--- config.mk ---
export PLATFORM = sky130hd
export DESIGN_NAME = uart_cmd_responder
export DESIGN_NICKNAME = d
export VERILOG_FILES = /design/src/rtl/oscilo_uart_pkg.sv /design/src/rtl/uart_cmd_responder.sv
export SDC_FILE = /design/constraint.sdc
export NUM_CORES = 1
export LEC_CHECK = 0
export CORE_ASPECT_RATIO = 0.8
export CORE_MARGIN = 4
export CORE_UTILIZATION = 50
export DETAILED_ROUTE_END_ITERATION = 8
export PLACE_DENSITY_LB_ADDON = 0.25
export SETUP_SLACK_MARGIN = 0.15
export SYNTH_ARGS = -nofsm -noshare
export SYNTH_HDL_FRONTEND = slang
export SYNTH_SLANG_ARGS = --single-unit
--- constraint.sdc ---
create_clock -name clk -period 2.9 [get_ports clk]
set_input_delay 0.29 -clock clk [delete_from_list [all_inputs] [get_ports clk]]
set_output_delay 0.29 -clock clk [all_outputs]
set_load 0.01 [all_outputs]
--- src/rtl/oscilo_uart_pkg.sv ---
// Shared opcodes, reply codes and FSM state type
// for the UART command responder.
package oscilo_uart_pkg;

  localparam logic [7:0] OP_ID  = 8'h3F;
  localparam logic [7:0] OP_RD  = 8'h52;
  localparam logic [7:0] OP_WR  = 8'h57;
  localparam logic [7:0] RSP_ACK = 8'h06;
  localparam logic [7:0] RSP_NAK = 8'h15;

  typedef enum logic [2:0] {
    IDLE,
    GET_ADDR,
    GET_DATA,
    EXEC,
    SEND,
    WAIT_DONE
  } state_t;

endpackage

--- src/rtl/uart_cmd_responder.sv ---
// Byte-level command parser for the UART link:
// identify, register read and register write.
module uart_cmd_responder
  import oscilo_uart_pkg::*;
#(
  parameter int          TIMEOUT_CLKS = 8680,
  parameter logic [31:0] ID_WORD      = 32'h4F534331
) (
  input  logic        clk,
  input  logic        rst,
  input  logic        rx_valid,
  input  logic [7:0]  rx_data,
  output logic        tx_start,
  output logic [7:0]  tx_data,
  input  logic        tx_done,
  output logic [31:0] regs,
  output logic        busy,
  output logic        overrun
);

  localparam int TW = $clog2(TIMEOUT_CLKS + 1);
  localparam logic [TW-1:0] TMO_LAST = TW'(TIMEOUT_CLKS - 1);

  state_t      state;
  logic [7:0]  opcode;
  logic [7:0]  addr;
  logic [7:0]  data;
  logic [23:0] reply_buf;
  logic [1:0]  pend;
  logic [TW-1:0] tmo_cnt;
  logic        addr_ok;
  logic        replying;

  assign addr_ok  = (addr[7:2] == 6'd0);
  assign busy     = (state != IDLE);
  assign replying = (state == EXEC) ||
                    (state == SEND) ||
                    (state == WAIT_DONE);

  always_ff @(posedge clk) begin
    if (rst) begin
      state     <= IDLE;
      opcode    <= 8'h00;
      addr      <= 8'h00;
      data      <= 8'h00;
      reply_buf <= 24'h0;
      pend      <= 2'd0;
      tmo_cnt   <= '0;
      tx_start  <= 1'b0;
      tx_data   <= 8'h00;
      regs      <= 32'h0;
      overrun   <= 1'b0;
    end else begin
      tx_start <= 1'b0;
      if (rx_valid && replying)
        overrun <= 1'b1;
      unique case (state)
        IDLE: begin
          tmo_cnt <= '0;
          if (rx_valid) begin
            opcode <= rx_data;
            if (rx_data == OP_RD || rx_data == OP_WR)
              state <= GET_ADDR;
            else
              state <= EXEC;
          end
        end
        GET_ADDR: begin
          if (rx_valid) begin
            addr    <= rx_data;
            tmo_cnt <= '0;
            if (opcode == OP_WR)
              state <= GET_DATA;
            else
              state <= EXEC;
          end else if (tmo_cnt == TMO_LAST) begin
            tmo_cnt <= '0;
            state   <= IDLE;
          end else begin
            tmo_cnt <= tmo_cnt + 1'b1;
          end
        end
        GET_DATA: begin
          if (rx_valid) begin
            data    <= rx_data;
            tmo_cnt <= '0;
            state   <= EXEC;
          end else if (tmo_cnt == TMO_LAST) begin
            tmo_cnt <= '0;
            state   <= IDLE;
          end else begin
            tmo_cnt <= tmo_cnt + 1'b1;
          end
        end
        EXEC: begin
          state     <= SEND;
          tx_start  <= 1'b1;
          pend      <= 2'd0;
          reply_buf <= 24'h0;
          unique case (1'b1)
            opcode == OP_ID: begin
              tx_data   <= ID_WORD[31:24];
              reply_buf <= ID_WORD[23:0];
              pend      <= 2'd3;
            end
            (opcode == OP_RD) && addr_ok: begin
              tx_data <= regs[{addr[1:0], 3'b000} +: 8];
            end
            (opcode == OP_WR) && addr_ok: begin
              regs[{addr[1:0], 3'b000} +: 8] <= data;
              tx_data <= RSP_ACK;
            end
            default: begin
              tx_data <= RSP_NAK;
            end
          endcase
        end
        SEND: begin
          state <= WAIT_DONE;
        end
        WAIT_DONE: begin
          if (tx_done) begin
            if (pend != 2'd0) begin
              tx_data   <= reply_buf[23:16];
              reply_buf <= {reply_buf[15:0], 8'h00};
              pend      <= pend - 2'd1;
              tx_start  <= 1'b1;
              state     <= SEND;
            end else begin
              state <= IDLE;
            end
          end
        end
        default: begin
          state <= IDLE;
        end
      endcase
    end
  end

endmodule

### Yosys cells after proc, flatten, opt, wreduce, memory -nomap -nowiden

Index checks and enable logic that the tools add are counted.

* flip-flop bits (word level): 109
* input bits: 12

* add/sub/neg operators: 3
* equal/unequal tests: 14
* shift operators: 3
* mux-type cells: 28
* reductions and logical operators: 19

Operators by type and width (count)
* 24-bit 2-to-1 mux: 2
* 24-bit one-hot mux with 2 select lines: 1
* 32-bit bitwise mux: 1
* 8-bit by 7-bit equality test with 1-bit output, second input constant: 4
* 8-bit by 7-bit variable shift with 32-bit output, first input constant: 1
* 32-bit by 6-bit variable part select with 8-bit output: 1
* 8-bit by 7-bit variable part select with 32-bit output: 1
* 14-bit 2-to-1 mux: 2
* 14-bit one-hot mux with 2 select lines: 1
* 8-bit one-hot mux with 3 select lines: 1
* 23-bit 2-to-1 mux: 1
* 3-bit 2-to-1 mux: 6
* 3-bit one-hot mux with 6 select lines: 1
* 8-bit 2-to-1 mux: 2
* 8-bit one-hot mux with 2 select lines: 1
* 14-bit by 1-bit adder with 14-bit output, second input constant: 1
* 14-bit equality test, second input constant: 1
* 2-bit AND reduction: 5
* 8-bit by 6-bit equality test with 1-bit output, second input constant: 1
* 2-bit 2-to-1 mux: 4
* 5-bit negation with 7-bit output: 1
* 3-bit by 2-bit equality test with 1-bit output, second input constant: 2
* 3-bit equality test, second input constant: 2
* 6-bit zero test: 1
* other kinds (14): 23

### Logic depth before layout (Yosys ltp)

Gate-level depths: netlist (run 1).

* word-level depth: 5
* gate-level depth with buffers: 8

### Least setup slack after synthesis (run 1)

Ideal clock, no wire load.

* path type: register to register
* start: register addr[0]
* end: register regs[31]
* library setup time: 70 ps
* arrival: 2277 ps
* required time: 2830 ps
* slack: 553 ps
* stages on the path, launching flop included: 8
* buffers on the path: 1
* clock period less this slack: 2347 ps
* path through: dfxtp_1 > buf_2 > inv_1 > ha_1 > nor3b_2 > nand2_1 > or4_2 > a21oi_1

* cells in the longest elaborated chain, start to end: 3
* elaborated cells on any way between the ends: 4
* those cells by class: add/sub: 1; shift: 2; mux: 1

Ends and longest elaborated chain
* start: declaration: RTL line uart_cmd_responder.sv:26 `logic [7:0] addr;`
* start signal: assignment: RTL line uart_cmd_responder.sv:70 `addr <= rx_data;`
* 5-bit negation with 7-bit output *: RTL line uart_cmd_responder.sv:110 `regs[{addr[1:0], 3'b000} +: 8] <= data;`
* 8-bit by 7-bit variable part select with 32-bit output / 8-bit by 7-bit variable shift with 32-bit output (equally long branches): RTL line uart_cmd_responder.sv:110
* 32-bit bitwise mux *: RTL line uart_cmd_responder.sv:110
* end signal: indexed assignment: RTL line uart_cmd_responder.sv:110
* end: declaration: RTL line uart_cmd_responder.sv:16 `output logic [31:0] regs,`

Every way passes the cells marked *; elsewhere a longest branch is shown, timed or not.
A chain may end at the register's enable or synchronous reset.

### Worst setup path in the final report (run 1)

* start: register addr[0]
* end: register regs[29]

The elaborated chain is that of the path after synthesis.

==> impl_summary.md, run 1 <==
Outcome
The flow ran to the end, and the final reports show no timing, DRC or antenna violations.

Logic synthesis
The mapped cell area is 4592 um2. The post-synthesis async set-or-reset flop share is 0%. Counting flops with a built-in enable in the synthesized netlist gives 0.

The average cell area after synthesis is 8.615 um2. Ranked by instance count, the synthesized netlist is headed by dfxtp_1, nand2_1, a21oi_1. The count of distinct cell types in the synthesized netlist is 60. The post-synthesis register bit count is 91. The number of warning messages in the yosys log is 0. By area the synthesized netlist is led by dfxtp_1, a21oi_1, nand2_1, o31ai_1, or4_1.

The area share of the largest cell type after synthesis is 39.67%. After technology mapping, the gate count stands at 533. The most common flop cell mapped by yosys is dfxtp_1.

The share of the Yosys chip area taken by registers is 39.67%. When the netlist entered floorplanning its net count stood at 552. The library cell occupying the most area in the post-synthesis netlist is dfxtp_1. Among all cell types in the netlist, the one instantiated most often is dfxtp_1.

Clocking
The sink count of the clock tree is 91. The H-tree was split into 3 levels. Buffers added to address setup during post-CTS repair amount to 0. The clock latency of the later-clocked register in the worst-skew pair is 0.34 ns.

The clock buffer count from CTS is 9. The number of buffers between clock root and the deepest sink is 2. The post-CTS resize count is 0.

The CTS tree is yes. The library cell used as clock root buffer is clkbuf_16. Clock-pin slew was measured on the worst setup and hold paths at 0.06 ns. The post-cts hold buffer count is 0.

Worst setup path
Along the worst path, the maximum fanout reaches 8. The worst setup path is captured at a flop. The critical path goes through inv_1 > ha_1 > nor3b_2 > nand2_1 > or4_2 > a21oi_1. Together, buffers and inverters on the worst path number 1. Counting cells, the worst reg-to-reg path comes to 6.

The worst setup path is launched from a flop. Broken down by cell family, the worst path's largest delay share belongs to simple AND/OR/NAND/NOR gates. The biggest cell delay along the critical path is 0.57 ns. The cell with the largest stage delay on the worst path is nor3b_2. The required time reported for the critical path endpoint is 3.16 ns. The timing endpoint of the critical path is regs[29].

The slack of the worst reg-to-reg path is 0.63 ns. Counting buffers and inverters, the worst setup path is 6 cells deep. The critical path in this run is classified as reg -> reg. The startpoint of the worst setup timing path is addr[0]. The startpoint of the lowest-slack register-to-register path is addr[0].

The worst register-to-register path ends at regs[29]. Data arrives at the worst endpoint at 2.53 ns.

Power and ir drop
Across the VDD grid, the largest voltage drop is 0.5143 mV. The fraction of power consumed by combinational cells is 10.8%. For this design the static power due to leakage is 1.722 nW.

For this design the ratio of total power to cell area is 520.5 nW/um2. Internal power comes to 0.002166 W. Summed over all nets, the switching power comes to 0.0007130 W.

The clock network burns 43.4% of the power. In this run switching power makes up 24.77% of total power. The power share of the sequential group is 45.8%.

Global routing
The total overflow reported by the global router is 0. The initial antenna violation count is 0. The first global-routing pass estimated 20,900 um of wire.

Entering global routing, the biggest net connects 37 pins. The via count of the first global-routing pass was 3,950. The global-route total usage across every layer is 24.55%.

Floorplan
The die covers 10,790 um2. Measured along the y axis, the die boundary spans 93.72 um. The I/O pin count is 55. In this run the horizontal extent of the chip is 115.1 um. The initial utilization of the core area, before any placement, comes to 52.73%. Row generation in the floorplan step produced 30 rows. The core region is 8708 um2.

STA
The hold violation count in the final report is 0. Setup repair after global routing left no endpoint under its margin. The minimum clock period is 2.272 ns. The worst slew margin relative to its limit is 57.79%. The peak clock frequency supported by timing is 0.4401 GHz.

The slew at the pin closest to its max-slew limit is 0.6278 ns. The final cycle utilization of the critical path is 78.35%. Setup violations remaining at the end of the flow were counted as 0. The final total negative setup slack is 0 ns.

The final-report max-slew violation count is 0. The worst-case clock skew is 0.007572 ns.

Placement
Detailed placement ended at an HPWL of 8830 um. The count of buffers added on input and output ports is 54. In this run, placement finished with an instance count of 670. The final weighted congestion of routability-driven global placement is 0.8677.

Route
The first detailed-routing pass ran for 5 iterations. The remaining design rule violation count is 0. The aggregate routed wire length is 12,810 um.

Once detail routing completed, the nets flagged for antenna violations numbered 0. The average wire length per cell after detail routing is 18.71 um. After detailed routing, the number of vias per cell comes to 6.234. The iteration-0 DRC count of the detailed router is 392.

The total number of vias is 4,270.

Layout
The number of inserted diodes is 0. The layout cell share with drive strength beyond 1 is 9.773%. The area growth from synthesis to layout is 20.46%.

The final cell count without fillers is 685. The layout net count is 588. Cells fill 63.52% of the core in the end.

Worst hold path
The worst hold path class is in -> reg.

Flow run
Across the run, the number of max-cap violations was 0.
==> cells by family after synthesis <==
group,Yosys count,synth area share (%)
xor gates and xnor gates,7,1.335
DFF,91,39.67
adders and majority gates,7,1.907
and+or+nand+nor,226,27.96
muxes,25,7.357
buffers and inverters,52,4.687
AOI/OAI and AO/OA,125,17.08
==> flip-flops by register name (all words and copies together) (netlist names) <==
register	cells
addr	8
data	8
opcode	8
overrun	1
pend	2
regs	32
reply_buf	6
state	3
tmo_cnt	14
tx_data	8
tx_start	1
==> power by group through the flow <==
stage	clock network, W	logic [W]	registers (W)
finish	0.00125	0.000311	0.00132
global route	0.00131	0.000339	0.00132
CTS	0.00126	0.000307	0.00132
detailed placement	0	0.000305	0.00134
global placement	0	0.000294	0.00134
floorplan	0	0.000201	0.00133
==> metrics by stage <==
step           instance area, um2  total power (W)  hold slack [ns]  setup WS [ns]
6_report                     5532         0.002879           0.4471         0.6279
3_3_place_gp                 5215         0.001636           0.4363         0.7597
3_5_place_dp                 5215         0.001649           0.4447         0.7037
2_1_floorplan                4592         0.001535           0.4260         0.5528
4_1_cts                      5532         0.002883           0.4159         0.6818
5_1_grt                      5532         0.002975           0.4665         0.5258
==> metal layers <==
| layer | part of all wire [%] | wire (um) | vias to the layer above | GRT usage [%] |
|---|---|---|---|---|
| li1 | - | - | 2062 | - |
| met1 | 46 | 5864 | 2024 | 34.94 |
| met2 | 44 | 5589 | 169 | 35.98 |
| met3 | 9.5 | 1212 | 15 | 7.727 |
| met4 | 1.2 | 148 | 0 | 6.256 |
| met5 | 0 | 0 | - | 0 |
==> layout by cell type (no fill, tap or decap), types with 3 or more instances in the layout <==
master / netlist / routed
dfxtp_1: 91 / 91
nand2_1: 75 / 74
a21oi_1: 57 / 57
clkdlybuf4s50_1: 0 / 53
o31ai_1: 34 / 34
or4_1: 28 / 28
nor2_1: 27 / 27
mux2i_1: 18 / 18
nand3_1: 15 / 15
nor3_1: 13 / 13
nand4_1: 13 / 13
buf_4: 0 / 11
inv_1: 10 / 10
o21ai_0: 9 / 9
clkbuf_16: 0 / 9
mux4_2: 7 / 7
ha_1: 7 / 7
or3_1: 6 / 6
nand3b_1: 5 / 5
a31oi_1: 5 / 5
nor3b_1: 5 / 5
xor2_1: 5 / 5
a211oi_1: 5 / 5
nor4_1: 4 / 4
or4_2: 4 / 4
nor3b_2: 3 / 3
nor4bb_1: 3 / 3
nor2b_1: 3 / 3
nand2b_1: 3 / 3
==> worst register-to-register path: stages, from the launching register on <==
cell,delay [ns]
dfxtp_1,0.33
inv_1,0.09
ha_1,0.36
nor3b_2,0.57
nand2_1,0.09
or4_2,0.56
a21oi_1,0.20
==> worst min-delay path by stage <==
stage | endpoint | slack (ns) | startpoint | cells past startpoint
after global routing | addr[1] | 0.47 | rst | 2
after global placement | overrun | 0.44 | overrun | 2
after CTS | data[6] | 0.42 | rst | 2
after floorplan | opcode[6] | 0.43 | rx_data[6] | 2
after detailed placement | overrun | 0.44 | overrun | 2
final | data[6] | 0.45 | rst | 2
==> final cells by class <==
cell class              instances  area (um2)
fillers                       721        3177
multi-input cells             390        2557
flip-flops and latches         91        1822
repair buffers                 67       658.1
clock buffers                  10       239.0
well taps                     112       140.1
clock inverters                 5       77.57
inverters                      10       37.54
(Power assumes the default switching activity.)
==> run 2, diff against run 1 <==
==> constraint.sdc (replaced) <==
create_clock -name clk -period 2.3 [get_ports clk]
set_input_delay 0.23 -clock clk [delete_from_list [all_inputs] [get_ports clk]]
set_output_delay 0.23 -clock clk [all_outputs]
set_load 0.01 [all_outputs]
==> run 2 against run 1 <==
  * Sequential power increased by 26%
  * Setup slack got worse by 0.39 ns
  * Combinational power increased by 36%
  * Critical path depth decreased by 3
  * Cell count increased by 2.2%
  * Global-route usage decreased by 0.62 points
  * First-iteration DRC count increased by 31%
==> impl_summary.md, run 2 (synthesis gave the netlist of run 1 again) <==
Outcome
The flow ran to the end, and the final reports show no timing, DRC or antenna violations.

Floorplan
The die height was 93.72 um (unchanged). The I/O pin count is 55 (unchanged). The effective utilization at floorplan is 52.73% (unchanged). The core area is 8708 um2 (unchanged). The die outline width is 115.1 um (unchanged). The placement row count came to 30 (unchanged). The die area is 10,790 um2 (unchanged).

Layout
The count of fill cells added during filler insertion is 767 (+6.4%). The layout cell share with drive strength beyond 1 is 11.90% (+2.1 points). The final cell utilization of the core came to 64.67% (+1.1 points). In the layout the commonest cells are dfxtp_1, nand2_1, a21oi_1.

The layout net count is 602 (+2.4%). The area growth from synthesis to layout is 22.64%. The number of inserted diodes came to 0 (unchanged). The most common library cell in the layout ignoring fill and taps is dfxtp_1. The area of all sequential standard cells was 1823 um2 (about the same). The number of flip-flops under the largest register name is 32 (unchanged). The total area of multi-input combinational cells is 2582 um2 (+0.98%). The largest registers in the layout are regs: 32 flops, tmo_cnt: 14 flops. The final cell count without fillers was 700 (+2.2%). The largest register by flop count is regs.

STA
Based on the critical path, the design can be clocked at up to 0.4855 GHz. The number of endpoints failing setup at the final stage is 0 (unchanged). The worst-case clock skew was 0.01037 ns (+0.002795 ns). The final critical path takes up 89.56% of the cycle.

The slew at the pin closest to its max-slew limit was 0.7637 ns (+0.1359 ns). Setup repair after global routing left no endpoint under its margin. The worst slew margin relative to its limit was 48.55% (-9.2 points). The final-report max-slew violation count was 0 (unchanged).

The hold violation count in the final report is 0 (unchanged). The final total negative setup slack is 0 ns (unchanged). The minimum clock period is 2.060 ns.

Global routing
The global-route total usage across every layer is 23.93% (-0.62 points). The maximum number of pins on one net before global-route repair is 45 (+22%). The global-route wire length before repair came to 20,550 um (-1.7%). The total overflow reported by the global router was 0 (unchanged). The initial antenna violation count came to 0 (unchanged). The via count of the first global-routing pass is 3,907 (-1.1%).

Route
The ratio of routed vias to standard cells was 6.277 (+0.70%). The aggregate routed wire length came to 12,980 um (+1.3%). The first-pass iteration count of the detailed router came to 5 (unchanged). The iteration-0 DRC count of the detailed router is 514 (+31%). The total number of vias is 4,394 (+2.9%).

The count of antenna-violating nets left after detailed routing is 0 (unchanged). The remaining design rule violation count is 0 (unchanged). The average wire length per cell after detail routing is 18.55 um (-0.84%).

Worst setup path
The startpoint identified for the worst register-to-register timing path is addr[0]. The critical setup path kind is reg -> out. The cell family contributing the most delay on the critical path is buffers and inverters.

STA classifies the critical path endpoint as an output port. The critical path goes through buf_4 > or3_1 > clkdlybuf4s50_1. The depth of the most critical reg-to-reg path is 6 (unchanged). The buffering stage count on the worst path with inverters included is 2 (+1). The element type at the critical path start is a flop. The worst register-to-register path ends at regs[28].

The cell with the largest stage delay on the worst path is clkdlybuf4s50_1. The critical path arrival is 1.83 ns (-0.70 ns). The biggest cell delay along the critical path is 0.49 ns (-0.08 ns).

The required time reported for the critical path endpoint is 2.07 ns (-1.09 ns). The top fanout value on the critical path came to 12 (+4). The slack of the worst reg-to-reg path came to 0.27 ns (-0.36 ns).

Clocking
The sink count of the clock tree is 91 (unchanged). The clock transition at the register clock pins on the worst setup and hold paths after CTS came to 0.06 ns (about the same). The post-cts hold buffer count is 0 (unchanged).

TritonCTS built the clock tree. The number of buffers between clock root and the deepest sink is 2 (unchanged). The clock latency of the later-clocked register in the worst-skew pair is 0.34 ns (about the same). The clock buffer count from CTS is 9 (unchanged). The root buffer cell chosen for the clock tree is clkbuf_16. The deepest level of the CTS H-tree is 3 (unchanged).

Worst hold path
The worst hold path terminates at overrun. The startpoint identified for the worst hold timing path is overrun. The worst hold path stage count is 2 (unchanged). The worst hold path class is reg -> reg.

Power and ir drop
The cell area power density is 626.7 nW/um2 (+20%). The static leakage power is 1.796 nW (+4.3%). The maximum ir drop on the vdd rail is 0.5875 mV (+14%).

Placement
The total instance count after detailed placement is 682 (+1.8%). The number of port buffers came to 54 (unchanged). The detailed placer's ending HPWL was 8992 um (+1.8%). The final weighted congestion of routability-driven global placement is 0.8898 (+2.5%).

Flow run
The number of max-cap violations is 0 (unchanged).
run 2: cell types whose count changed in the layout (fill, tap and decap cells not counted), moves of 2 or more:
cell	previous run	this run
buf_4	11	24
clkbuf_8	1	4
bufinv_16	2	0
clkbuf_1	0	2
nor3b_2	3	1
nor3b_4	0	2
run 2: final cells by class:
class,instances,share of cell area (%)
clock buffer,15,5.110
clock inverter,1,0.08887
inverter,10,0.6665
multi-input combinational,391,45.86
sequential,91,32.37
tap,112,2.488
timing repair buffer,80,13.42
run 2: worst min-delay path, delay by kind of cell (launching register included):
| family | cells | cell delay (ns) |
|---|---|---|
| flops | 1 | 0.31 |
| compound gates | 1 | 0.05 |
| buf+inv | 1 | 0.05 |
run 2: metrics by stage:
step / area (um2) / hold WS (ns) / setup slack, ns / power [W]
after global placement: 5313 / 0.4361 / 0.3113 / 0.002085
after global routing: 5632 / 0.4740 / 0.1699 / 0.003664
after CTS: 5605 / 0.4373 / 0.2195 / 0.003537
after floorplan: 4607 / 0.3660 / 0.1904 / 0.001939
after detailed placement: 5313 / 0.4428 / 0.1960 / 0.002094
final: 5632 / 0.4515 / 0.2401 / 0.003529
run 2: what timing repair did:
action / 4_1_cts / 5_1_grt
setup endpoints to repair: 0 / 14
resized for setup: 0 / 1
buffers inserted: 0 / 1
hold endpoints to repair: 0 / 0
run 2: power breakdown:
part	switching, W	leakage, nW	total, W	internal [W]
combinational	0.000255	0.913	0.000423	0.000168
clock	0.000597	0.146	0.00145	0.000851
sequential	0.0000424	0.737	0.00166	0.00162
run 2: worst max-delay path by stage:
stage          startpoint       end  cells past startpoint
2_1_floorplan     addr[1]  regs[31]                      7
3_3_place_gp      addr[2]  regs[14]                      5
3_5_place_dp      tx_done   pend[1]                      5
4_1_cts           addr[2]  regs[21]                      5
5_1_grt          state[0]      busy                      3
6_report         state[0]      busy                      3
run 2: layer usage:
metal / vias up / global-route usage, % / share of wire (%)
met5: - / 0 / 0
met4: 0 / 5.474 / 1.2
met3: 14 / 4.829 / 7.1
met2: 160 / 34.73 / 44
met1: 2130 / 36.25 / 47
li1: 2090 / - / -
==> run 3, diff against run 2 <==
--- a/config.mk
+++ b/config.mk
@@ -8,6 +8,7 @@
 export CORE_ASPECT_RATIO = 0.8
 export CORE_MARGIN = 4
 export CORE_UTILIZATION = 50
+export CTS_CLUSTER_DIAMETER = 100
 export DETAILED_ROUTE_END_ITERATION = 8
 export PLACE_DENSITY_LB_ADDON = 0.25
 export SETUP_SLACK_MARGIN = 0.15
==> results of run 3 <==
No change in the layout: final DEF, timing and power equal those of run 2.
